## src/rtl/button_event_decoder_if.sv

```systemverilog
// Debounced button level in, gesture event pulses out.
interface button_event_decoder_if;
    logic db;
    logic press_p;
    logic release_p;
    logic click_p;
    logic double_p;
    logic long_p;
    logic repeat_p;
    logic held;

    modport master (
        output db,
        input  press_p, release_p, click_p, double_p,
        input  long_p, repeat_p, held
    );

    modport slave (
        input  db,
        output press_p, release_p, click_p, double_p,
        output long_p, repeat_p, held
    );
endinterface

```

## src/rtl/button_event_decoder.sv

```systemverilog
// Turns a debounced button level into one-cycle gesture pulses
// (press, release, click, double, long, repeat) with its own tick prescaler.
module button_event_decoder #(
    parameter int TICK_M       = 1_000_000,
    parameter int LONG_TICKS   = 100,
    parameter int REPEAT_TICKS = 20,
    parameter int DOUBLE_TICKS = 30
) (
    input logic clk,
    input logic reset,
    button_event_decoder_if.slave bus
);
    localparam int MAX_LR = (LONG_TICKS > REPEAT_TICKS) ? LONG_TICKS : REPEAT_TICKS;
    localparam int MAX_T  = (MAX_LR > DOUBLE_TICKS) ? MAX_LR : DOUBLE_TICKS;
    localparam int CW     = $clog2(MAX_T) + 1;
    localparam int PW     = $clog2(TICK_M);

    typedef enum logic [2:0] {
        IDLE, DOWN1, HOLD, GAP, DOWN2
    } state_t;

    state_t state, state_n;
    logic db_q;
    logic [PW-1:0] presc;
    logic [CW-1:0] cnt;

    logic rise, fall, tick, trans;
    logic reach_long, reach_rep, reach_dbl;
    logic press_d, release_d, click_d, double_d;
    logic long_d, repeat_d, held_d;

    assign rise  = bus.db & ~db_q;
    assign fall  = ~bus.db & db_q;
    assign tick  = (presc == PW'(TICK_M - 1));
    assign trans = (state_n != state);

    // Thresholds fire on the tick that would bring the count to N.
    assign reach_long = tick && (cnt == CW'(LONG_TICKS - 1));
    assign reach_rep  = tick && (cnt == CW'(REPEAT_TICKS - 1));
    assign reach_dbl  = tick && (cnt == CW'(DOUBLE_TICKS - 1));

    always_ff @(posedge clk) begin
        if (reset) state <= IDLE;
        else       state <= state_n;
    end

    always_comb begin
        state_n = state;
        case (state)
            IDLE:  if (rise) state_n = DOWN1;
            DOWN1: begin
                if (fall)            state_n = GAP;
                else if (reach_long) state_n = HOLD;
            end
            HOLD:  if (fall) state_n = IDLE;
            GAP: begin
                if (rise)           state_n = DOWN2;
                else if (reach_dbl) state_n = IDLE;
            end
            DOWN2: begin
                if (fall)            state_n = IDLE;
                else if (reach_long) state_n = HOLD;
            end
            default: state_n = IDLE;
        endcase
    end

    always_comb begin
        press_d   = 1'b0;
        release_d = 1'b0;
        click_d   = 1'b0;
        double_d  = 1'b0;
        long_d    = 1'b0;
        repeat_d  = 1'b0;
        case (state)
            IDLE:  press_d = rise;
            DOWN1, DOWN2: begin
                release_d = fall;
                long_d    = ~fall & reach_long;
            end
            HOLD: begin
                release_d = fall;
                repeat_d  = ~fall & reach_rep;
            end
            GAP: begin
                press_d  = rise;
                double_d = rise;
                click_d  = ~rise & reach_dbl;
            end
            default: ;
        endcase
        held_d = (state_n == DOWN1) || (state_n == DOWN2) || (state_n == HOLD);
    end

    always_ff @(posedge clk) begin
        if (reset) begin
            db_q          <= 1'b1;
            presc         <= '0;
            cnt           <= '0;
            bus.press_p   <= 1'b0;
            bus.release_p <= 1'b0;
            bus.click_p   <= 1'b0;
            bus.double_p  <= 1'b0;
            bus.long_p    <= 1'b0;
            bus.repeat_p  <= 1'b0;
            bus.held      <= 1'b0;
        end else begin
            db_q <= bus.db;
            if (trans || tick) presc <= '0;
            else               presc <= presc + 1'b1;
            if (trans || repeat_d)   cnt <= '0;
            else if (tick && cnt != '1) cnt <= cnt + 1'b1;
            bus.press_p   <= press_d;
            bus.release_p <= release_d;
            bus.click_p   <= click_d;
            bus.double_p  <= double_d;
            bus.long_p    <= long_d;
            bus.repeat_p  <= repeat_d;
            bus.held      <= held_d;
        end
    end
endmodule

```

## src/flat_wrapper.sv

```systemverilog
// flat-port wrapper written by rule: the top's interface ports become plain ports
module button_event_decoder_flat 
#(
    parameter int TICK_M       = 1_000_000,
    parameter int LONG_TICKS   = 100,
    parameter int REPEAT_TICKS = 20,
    parameter int DOUBLE_TICKS = 30
)
  (clk, reset, bus_db, bus_press_p, bus_release_p, bus_click_p, bus_double_p, bus_long_p, bus_repeat_p, bus_held);
  button_event_decoder_if bus_i ();
  input logic clk;
  input logic reset;
  input wire logic [$bits(bus_i.db)-1:0] bus_db;
  output wire logic [$bits(bus_i.press_p)-1:0] bus_press_p;
  output wire logic [$bits(bus_i.release_p)-1:0] bus_release_p;
  output wire logic [$bits(bus_i.click_p)-1:0] bus_click_p;
  output wire logic [$bits(bus_i.double_p)-1:0] bus_double_p;
  output wire logic [$bits(bus_i.long_p)-1:0] bus_long_p;
  output wire logic [$bits(bus_i.repeat_p)-1:0] bus_repeat_p;
  output wire logic [$bits(bus_i.held)-1:0] bus_held;
  assign bus_i.db = bus_db;
  assign bus_press_p = bus_i.press_p;
  assign bus_release_p = bus_i.release_p;
  assign bus_click_p = bus_i.click_p;
  assign bus_double_p = bus_i.double_p;
  assign bus_long_p = bus_i.long_p;
  assign bus_repeat_p = bus_i.repeat_p;
  assign bus_held = bus_i.held;
  button_event_decoder #(.TICK_M(TICK_M), .LONG_TICKS(LONG_TICKS), .REPEAT_TICKS(REPEAT_TICKS), .DOUBLE_TICKS(DOUBLE_TICKS)) u_core (.clk(clk), .reset(reset), .bus(bus_i));
endmodule
```

## config.mk

```make
export PLATFORM = sky130hd
export DESIGN_NAME = button_event_decoder_flat
export DESIGN_NICKNAME = d
export VERILOG_FILES = /design/src/rtl/button_event_decoder_if.sv /design/src/rtl/button_event_decoder.sv /design/src/flat_wrapper.sv
export SDC_FILE = /design/constraint.sdc
export NUM_CORES = 1
export LEC_CHECK = 0
export ABC_CLOCK_PERIOD_IN_PS = 2700
export CAP_MARGIN = 20
export CORE_UTILIZATION = 62
export DETAILED_ROUTE_END_ITERATION = 6
export DONT_BUFFER_PORTS = 1
export PLACE_DENSITY = 0.82
export SLEW_MARGIN = 20
export SYNTH_ARGS = -nofsm -noshare
export SYNTH_HDL_FRONTEND = slang
export SYNTH_SLANG_ARGS = --single-unit
```

## constraint.sdc

```tcl
create_clock -name clk -period 2.7 [get_ports clk]
set_input_delay 0.81 -clock clk [delete_from_list [all_inputs] [get_ports clk]]
set_output_delay 0.81 -clock clk [all_outputs]
set_load 0.05 [all_outputs]
```

==> key figures, run 1 <==
Min path
  – Worst Hold Endpoint: u_core.presc[0]
  – Hold depth: 1
  – Min-Delay Path Class: reg2reg
  – Worst Hold Launch: u_core.presc[0]

Timing
  – Hold Fails Final Rpt: 0
  – RSZ-0062 raised after global routing: false
  – Max-slew headroom: 59.3%
  – Final worst-path cycle share: roughly 91%
  – Max-slew violations: 0
  – Final setup fails: 0
  – Setup TNS: 0 ps
  – Final min period: roughly 2500 ps
  – Achievable frequency: about 400 MHz
  – Fin Clk Skew: 5.71 ps
  – Worst-margin pin slew: ~600 ps

CTS
  – Clk Latency, worst-skew pair: 340 ps
  – CTS Buf Count: 5
  – CTS Hold Buffers Added: 0
  – Clock Tree Buf Depth: 2
  – Clock Root Buffer: clkbuf_4
  – CTS tree: yes
  – # H-tree levels: 2
  – Setup bufs post-CTS: 0
  – Clock transition at path regs: 120 ps
  – Post-CTS sizing: 0
  – Clock sink count: 39

Routing
  – Final wirelength: approximately 3700 µm
  – Post-route DRC: 0
  – DRT Pass-1 Iters: 4
  – Drt wl/cell: about 15 µm
  – Via Count: roughly 1,600
  – First DRT Iteration DRCs: 90
  – Number of routed nets with antenna violations: 0
  – Post-DR vias/cell: 6.30

Synth
  – Syn Std Cell Area: 1950 µm²
  – Seq/Total Area, Yosys: 40.1%
  – Mapped Avg Cell Area: 8.77 µm²
  – Synthesized instance count: 222
  – Syn. warnings: 0
  – Most common flop cell mapped by yosys: dfxtp_1
  – Number of enable flip-flop cells after synthesis: 0
  – Synth Net Count: 228
  – Synth unique cells: 46
  – Seq cells post-synth: 39
  – Fraction of registers with async set/reset: 0%

Cells and area
  – Fraction of layout cells with a size suffix above 1: between 10% and 20%
  – Ant. Diodes: 0
  – Commonest non-fill, non-tap cell in the layout: dfxtp_1
  – Synthesis-to-layout area growth: 3.92%
  – Commonest non-fill, non-tap cells in the layout: dfxtp_1, nor3_1, nand2_1, xnor2_1, nor2_1
  – Post-layout util: between 70% and 80%
  – Nets@finish: 230

Setup path
  – Reg-to-Reg End: u_core.presc[6]
  – Data arrival, critical path: 2690 ps
  – Setup CP Type: reg2reg
  – Req. time, crit path: 2920 ps
  – Crit-path slowest cell: o21ai_2
  – Worst setup EP type: flop
  – CP max stage delay: 440 ps
  – Worst r2r src: u_core.presc[0]
  – Crit start category: flop
  – Reg2Reg Depth: 8
  – Worst path cell trace: ha_1 > and3_2 > nand4_4 > nor3_2 > a211oi_1 > o21ai_2 > buf_12 > nor3_1
  – Largest fanout on the critical path: 20
  – Reg2reg setup slack: 230 ps

Global routing
  – GRT Residual Overflow: 0
  – Vias in the first global route: approximately 1,600
  – Global-route wire length before repair: ~6700 µm
  – Gr usage total: 25.8%
  – Largest net degree at the start of global routing: 21
  – Initial antenna violation count: 0

Floorplanning
  – Starting Density: 68.2%
  – DIE WIDTH: 58.0 µm
  – I/O pin count: 10
  – Die area: 3370 µm²
  – Cell Rows: 19
  – Core area: about 2900 µm²
  – Die H: between 50 and 60 µm

Power
  – NetSw: 0.266 mW
  – Int Power: 0.716 mW
  – Clock power frac: 29.2%
  – Sw Ratio: 27.1%
  – PwrDens: 485 nW/µm²
  – IR drop worst, VDD: 349 µV
  – Leakage power: 0.689 nW
  – Gate power share: 8.9%
  – Seq pwr share: 61.9%

Place
  – IO buf count: 0
  – Placer Congestion: 0.973
  – Detailed Place HPWL: 2740 µm

Run
  – Max cap viols: 0

Status
  – Status: complete, no violations
[cells by family after synthesis]
kind of cell / count (synthesis) / share of synthesized area, %
adders and majority gates: 3 / 1.93
DFF: 39 / 40.1
AOI/OAI and AO/OA: 20 / 7.65
buffers and inverters: 15 / 3.73
and+or+nand+nor: 117 / 33.9
xor gates and xnor gates: 27 / 12.1
muxes: 1 / 0.514
[worst max path at each step]
stage	startpoint	to	slack [ps]
floorplan	bus_db	u_core.cnt[1]	490
global placement	bus_db	u_core.cnt[1]	370
detailed placement	u_core.presc[0]	u_core.presc[19]	270
CTS	u_core.presc[0]	u_core.presc[13]	230
global route	u_core.presc[0]	u_core.presc[16]	20
finish	u_core.presc[0]	u_core.presc[6]	230
[power groups by stage]
| stage | logic (mW) | clock network [mW] | registers, mW |
|---|---|---|---|
| 2_1_floorplan | 0.0774 | 0 | 0.614 |
| 3_3_place_gp | 0.0830 | 0 | 0.619 |
| 3_5_place_dp | 0.0873 | 0 | 0.620 |
| 4_1_cts | 0.0878 | 0.295 | 0.607 |
| 5_1_grt | 0.0970 | 0.320 | 0.610 |
| 6_report | 0.0875 | 0.287 | 0.608 |
[state kept, by name, indices dropped and copies added (netlist names)]
register	count
u_core.bus.click_p	1
u_core.bus.double_p	1
u_core.bus.held	1
u_core.bus.long_p	1
u_core.bus.press_p	1
u_core.bus.release_p	1
u_core.bus.repeat_p	1
u_core.cnt	8
u_core.db_q	1
u_core.presc	20
u_core.state	3
[final cells by class]
class	instances	area (µm²)
sequential	39	781
clock buffer	5	37.5
timing repair buffer	2	27.5
clock inverter	3	15.0
inverter	8	30.0
multi-input combinational	168	1090
tap	31	38.8
fill	226	830
[metal layers]
metal  global-route usage (%)  part of all wire [%]  vias to the layer above
li1                         -                     -                      799
met1                     33.3                    46                      762
met3                     6.92                   4.7                        9
met2                     40.4                    47                       42
met4                     11.9                   1.6                        0
met5                        0                     0                        -
[worst max-delay path, delay by kind of cell, from the launching register on]
kind / cells / cell delay [ps]
AO/OA/AOI/OAI: 2 / 600
flip-flops: 1 / 400
AND/OR/NAND/NOR: 4 / 860
buffers and inverters: 1 / 220
adder cells (fa/ha/maj): 1 / 260
[synth_stat cells (3+ instances only)]
master	instances	area, µm²
dfxtp_1	39	781
nor3_1	34	170
nand2_1	16	60.1
xnor2_1	16	140
nor2_1	15	56.3
nand3_1	14	70.1
xor2_1	11	96.3
inv_1	8	30.0
a21oi_1	5	25.0
nand4_1	5	31.3
and3_1	4	25.0
nand2b_1	4	25.0
nor4_1	4	25.0
ha_1	3	37.5
[through the flow]
step / worst slack, ps / power (mW) / cells / hold slack [ps] / cell area (µm²)
CTS: 233 / 0.990 / 256 / 500 / 2020
floorplan: 489 / 0.692 / 222 / 452 / 1950
global route: 15.1 / 1.03 / 256 / 494 / 2020
finish: 230 / 0.982 / 256 / 503 / 2020
global placement: 368 / 0.702 / 248 / 465 / 1970
detailed placement: 275 / 0.708 / 248 / 483 / 1970
(Power assumes the default switching activity.)
==> run 2, diff against run 1 <==
- ABC_AREA: unset -> 1
==> key figures, run 2 <==
Setup path
  – CP max stage delay: 430 ps (about the same)
  – Cell mode on critical path: nand2_1
  – Reg2Reg Depth: 12 (+4)
  – Worst r2r src: u_core.presc[0]
  – Crit-path slowest cell: dfxtp_1
  – Reg-to-Reg End: u_core.presc[4]
  – Buffer and inverter count on the worst path: 1 (unchanged)
  – Worst setup EP type: flop
  – Req. time, crit path: 3000 ps (+80 ps)
  – Worst path cell trace: ha_1 > nand3_2 > nor3b_2 > nand3_1 > nand2_1 > nand2_1 > nand2_1 > nand3_1 > nand2_2 > nand4_2 > buf_12 > nor2_2
  – CP delay by family, top: simple AND/OR/NAND/NOR gates
  – Reg2reg setup slack: 270 ps (+40 ps)
  – Largest fanout on the critical path: 12 (-40%)
  – Crit start category: flop
  – Setup CP Type: reg2reg
  – Data arrival, critical path: 2730 ps (+40 ps)

Power
  – Leakage power: 0.788 nW (+14%)
  – Gate power share: 6.1% (-2.8 points)
  – Seq pwr share: 62.8% (+0.9 points)
  – NetSw: 0.245 mW (-7.9%)
  – Int Power: 0.703 mW (-1.8%)
  – Sw Ratio: 25.9% (-1.2 points)
  – Clock power frac: 31.0% (+1.8 points)
  – IR drop worst, VDD: 433 µV (+24%)
  – PwrDens: 440 nW/µm² (-9.3%)

Synth
  – Mux cell area share after synthesis: 0% (-0.51 points)
  – Synth area leader: dfxtp_1
  – Synthesized instance count: 277 (+25%)
  – Mapped Avg Cell Area: 7.39 µm² (-16%)
  – Synth Area in XOR/XNOR: 10.7% (-1.4 points)
  – Seq/Total Area, Yosys: 38.2% (-1.9 points)
  – Seq cells post-synth: 39 (unchanged)
  – Synth unique cells: 26 (-43%)
  – Top post-synthesis cells by area: dfxtp_1, xor2_1, inv_1
  – Syn. warnings: 0 (unchanged)
  – Simple-gate share of the synthesized area: 36.8% (+2.9 points)
  – Count leader, synth: inv_1
  – Synth Area in Compound Gates: 2.75% (-4.9 points)
  – Number of enable flip-flop cells after synthesis: 0 (unchanged)
  – Largest family of logic cells by synthesized area: simple AND/OR/NAND/NOR gates
  – Syn Std Cell Area: 2050 µm² (+5.1%)
  – Fraction of registers with async set/reset: 0% (unchanged)
  – Synth top cells by count: inv_1, nor2_1, dfxtp_1, nand2_1
  – Most common flop cell mapped by yosys: dfxtp_1
  – Share of the synthesized area in the top cell type: 38.2% (-1.9 points)
  – Post-Synth Adder-Cell Area: 1.83% (-0.093 points)
  – Synth Net Count: 283 (+24%)

Timing
  – Final worst-path cycle share: 90.1% (-1.4 points)
  – Fin Clk Skew: 6.25 ps (+0.538 ps)
  – Final min period: 2430 ps (-36.7 ps)
  – Setup TNS: 0 ps (unchanged)
  – RSZ-0062 raised after global routing: false
  – Max-slew violations: 0 (unchanged)
  – Hold Fails Final Rpt: 0 (unchanged)
  – Max-slew headroom: 62.7% (+3.4 points)
  – Achievable frequency: 411 MHz (+1.5%)
  – Worst-margin pin slew: 555 ps (-52.0 ps)
  – Final setup fails: 0 (unchanged)
  – Final hold slack: 503 ps (-0.520 ps)

CTS
  – Clock sink count: 39 (unchanged)
  – # H-tree levels: 2 (unchanged)
  – CTS tree: yes
  – Post-CTS sizing: 0 (unchanged)
  – CTS Buf Count: 5 (unchanged)
  – Clock transition at path regs: 110 ps (about the same)
  – Clock Root Buffer: clkbuf_4
  – Clock Tree Buf Depth: 2 (unchanged)
  – Clk Latency, worst-skew pair: 350 ps (about the same)
  – CTS Hold Buffers Added: 0 (unchanged)
  – Setup bufs post-CTS: 0 (unchanged)

Routing
  – Number of routed nets with antenna violations: 0 (unchanged)
  – Drt wl/cell: 11.1 µm (-24%)
  – Final wirelength: 3640 µm (-2.7%)
  – DRT Pass-1 Iters: 4 (unchanged)
  – First DRT Iteration DRCs: 79 (-12%)
  – Post-route DRC: 0 (unchanged)
  – Via Count: 1,649 (+2.3%)
  – Post-DR vias/cell: 5.04 (-20%)

Global routing
  – Global-route wire length before repair: 6040 µm (-9.6%)
  – Gr usage total: 23.2% (-2.6 points)
  – Vias in the first global route: 1,440 (-9.8%)
  – Largest net degree at the start of global routing: 14 (-33%)
  – Initial antenna violation count: 0 (unchanged)
  – GRT Residual Overflow: 0 (unchanged)

Cells and area
  – Ant. Diodes: 0 (unchanged)
  – Largest regs: u_core.presc (20), u_core.cnt (8), u_core.state (3)
  – Commonest non-fill, non-tap cells in the layout: inv_1, nor2_1, nand2_1, dfxtp_1
  – Fraction of layout cells with a size suffix above 1: 15.2% (+4.1 points)
  – Max FFs per register: 20 (unchanged)
  – Synthesis-to-layout area growth: 5.20%
  – Nets@finish: 288 (+25%)
  – Non-filler instance count after layout: 327 (+28%)
  – Commonest non-fill, non-tap cell in the layout: inv_1
  – Top reg by flops: u_core.presc

Floorplanning
  – Die area: 3530 µm² (+4.9%)
  – Core area: 3100 µm² (+8.8%)
  – Die H: 59.4 µm (+2.4%)
  – DIE WIDTH: 59.4 µm (+2.4%)
  – I/O pin count: 10 (unchanged)
  – Starting Density: 65.9% (-2.3 points)
  – Cell Rows: 20 (+1)

Run
  – Max cap viols: 0 (unchanged)

Min path
  – Worst Hold Endpoint: u_core.presc[0]
  – Worst Hold Launch: u_core.presc[0]
  – Min-Delay Path Class: reg2reg
  – Hold depth: 1 (unchanged)

Place
  – Detailed Place HPWL: 2740 µm (unchanged)
  – IO buf count: 0 (unchanged)
  – Placer Congestion: 0.960 (-1.3%)
  – Dpl cells: 319 (+29%)

Status
  – Status: complete, no violations
## run 2: changes by cell type after synthesis, sizes merged, moves of 3 or more
cell / change
nor2: +46
xnor2: -11
nor3: -28
inv: +38
nand2: +26
and3: -7
xor2: +9
nand2b: -4
buf: -3
nand3: +8
## run 2: worst reg2reg max path: stages (launching register included)
cell	delay, ps
dfxtp_1	430
ha_1	220
nand3_2	140
nor3b_2	270
nand3_1	150
nand2_1	140
nand2_1	70
nand2_1	90
nand3_1	90
nand2_2	100
nand4_2	310
buf_12	290
nor2_2	80
## run 2: layer usage
| metal | share of wire (%) | vias to the layer above | track usage [%] |
|---|---|---|---|
| met5 | 0 | - | 0 |
| met4 | 1.0 | 0 | 10.2 |
| met3 | 3.1 | 4 | 7.21 |
| met2 | 48 | 32 | 38.5 |
| met1 | 48 | 738 | 27.3 |
| li1 | - | 875 | - |
## run 2: final cells by class
cell class	instances	area, µm²
multi-input cells	189	1070
fillers	273	951
clock inverters	3	20.0
flip-flops and latches	39	781
well taps	44	55.1
clock buffers	5	37.5
inverters	46	173
repair buffers	1	20.0
## run 2: worst max path at each step
stage | start | to | slack [ps] | cells after the start
after detailed placement | u_core.presc[0] | u_core.presc[4] | 260 | 12
after global placement | bus_db | u_core.presc[5] | 360 | 12
after floorplan | bus_db | u_core.presc[7] | 780 | 13
after CTS | u_core.presc[0] | u_core.presc[4] | 240 | 12
final | u_core.presc[0] | u_core.presc[4] | 270 | 12
after global routing | u_core.presc[0] | u_core.presc[0] | 10 | 12
## run 2: logic make-up after synthesis
logic type / count (synthesis)
adder cells (fa/ha/maj): 3
XOR/XNOR: 25
buffers and inverters: 49
flip-flops: 39
AND/OR/NAND/NOR: 151
AO/OA/AOI/OAI: 10
## run 2: power by group through the flow
stage / Clock [mW] / Sequential, mW / Combinational, mW
floorplan: 0 / 0.607 / 0.0515
global placement: 0 / 0.608 / 0.0579
detailed placement: 0 / 0.609 / 0.0588
CTS: 0.313 / 0.596 / 0.0587
global route: 0.339 / 0.598 / 0.0646
finish: 0.294 / 0.596 / 0.0579
## run 2: per-stage QoR
step           total power [mW]  setup slack [ps]  util [%]  instance area [µm²]
2_1_floorplan             0.658               779         -                 2050
3_3_place_gp              0.666               361      67.5                 2090
3_5_place_dp              0.667               256      67.5                 2090
4_1_cts                   0.967               244      69.4                 2150
5_1_grt                    1.00              13.3      69.4                 2150
6_report                  0.948               267      69.4                 2150
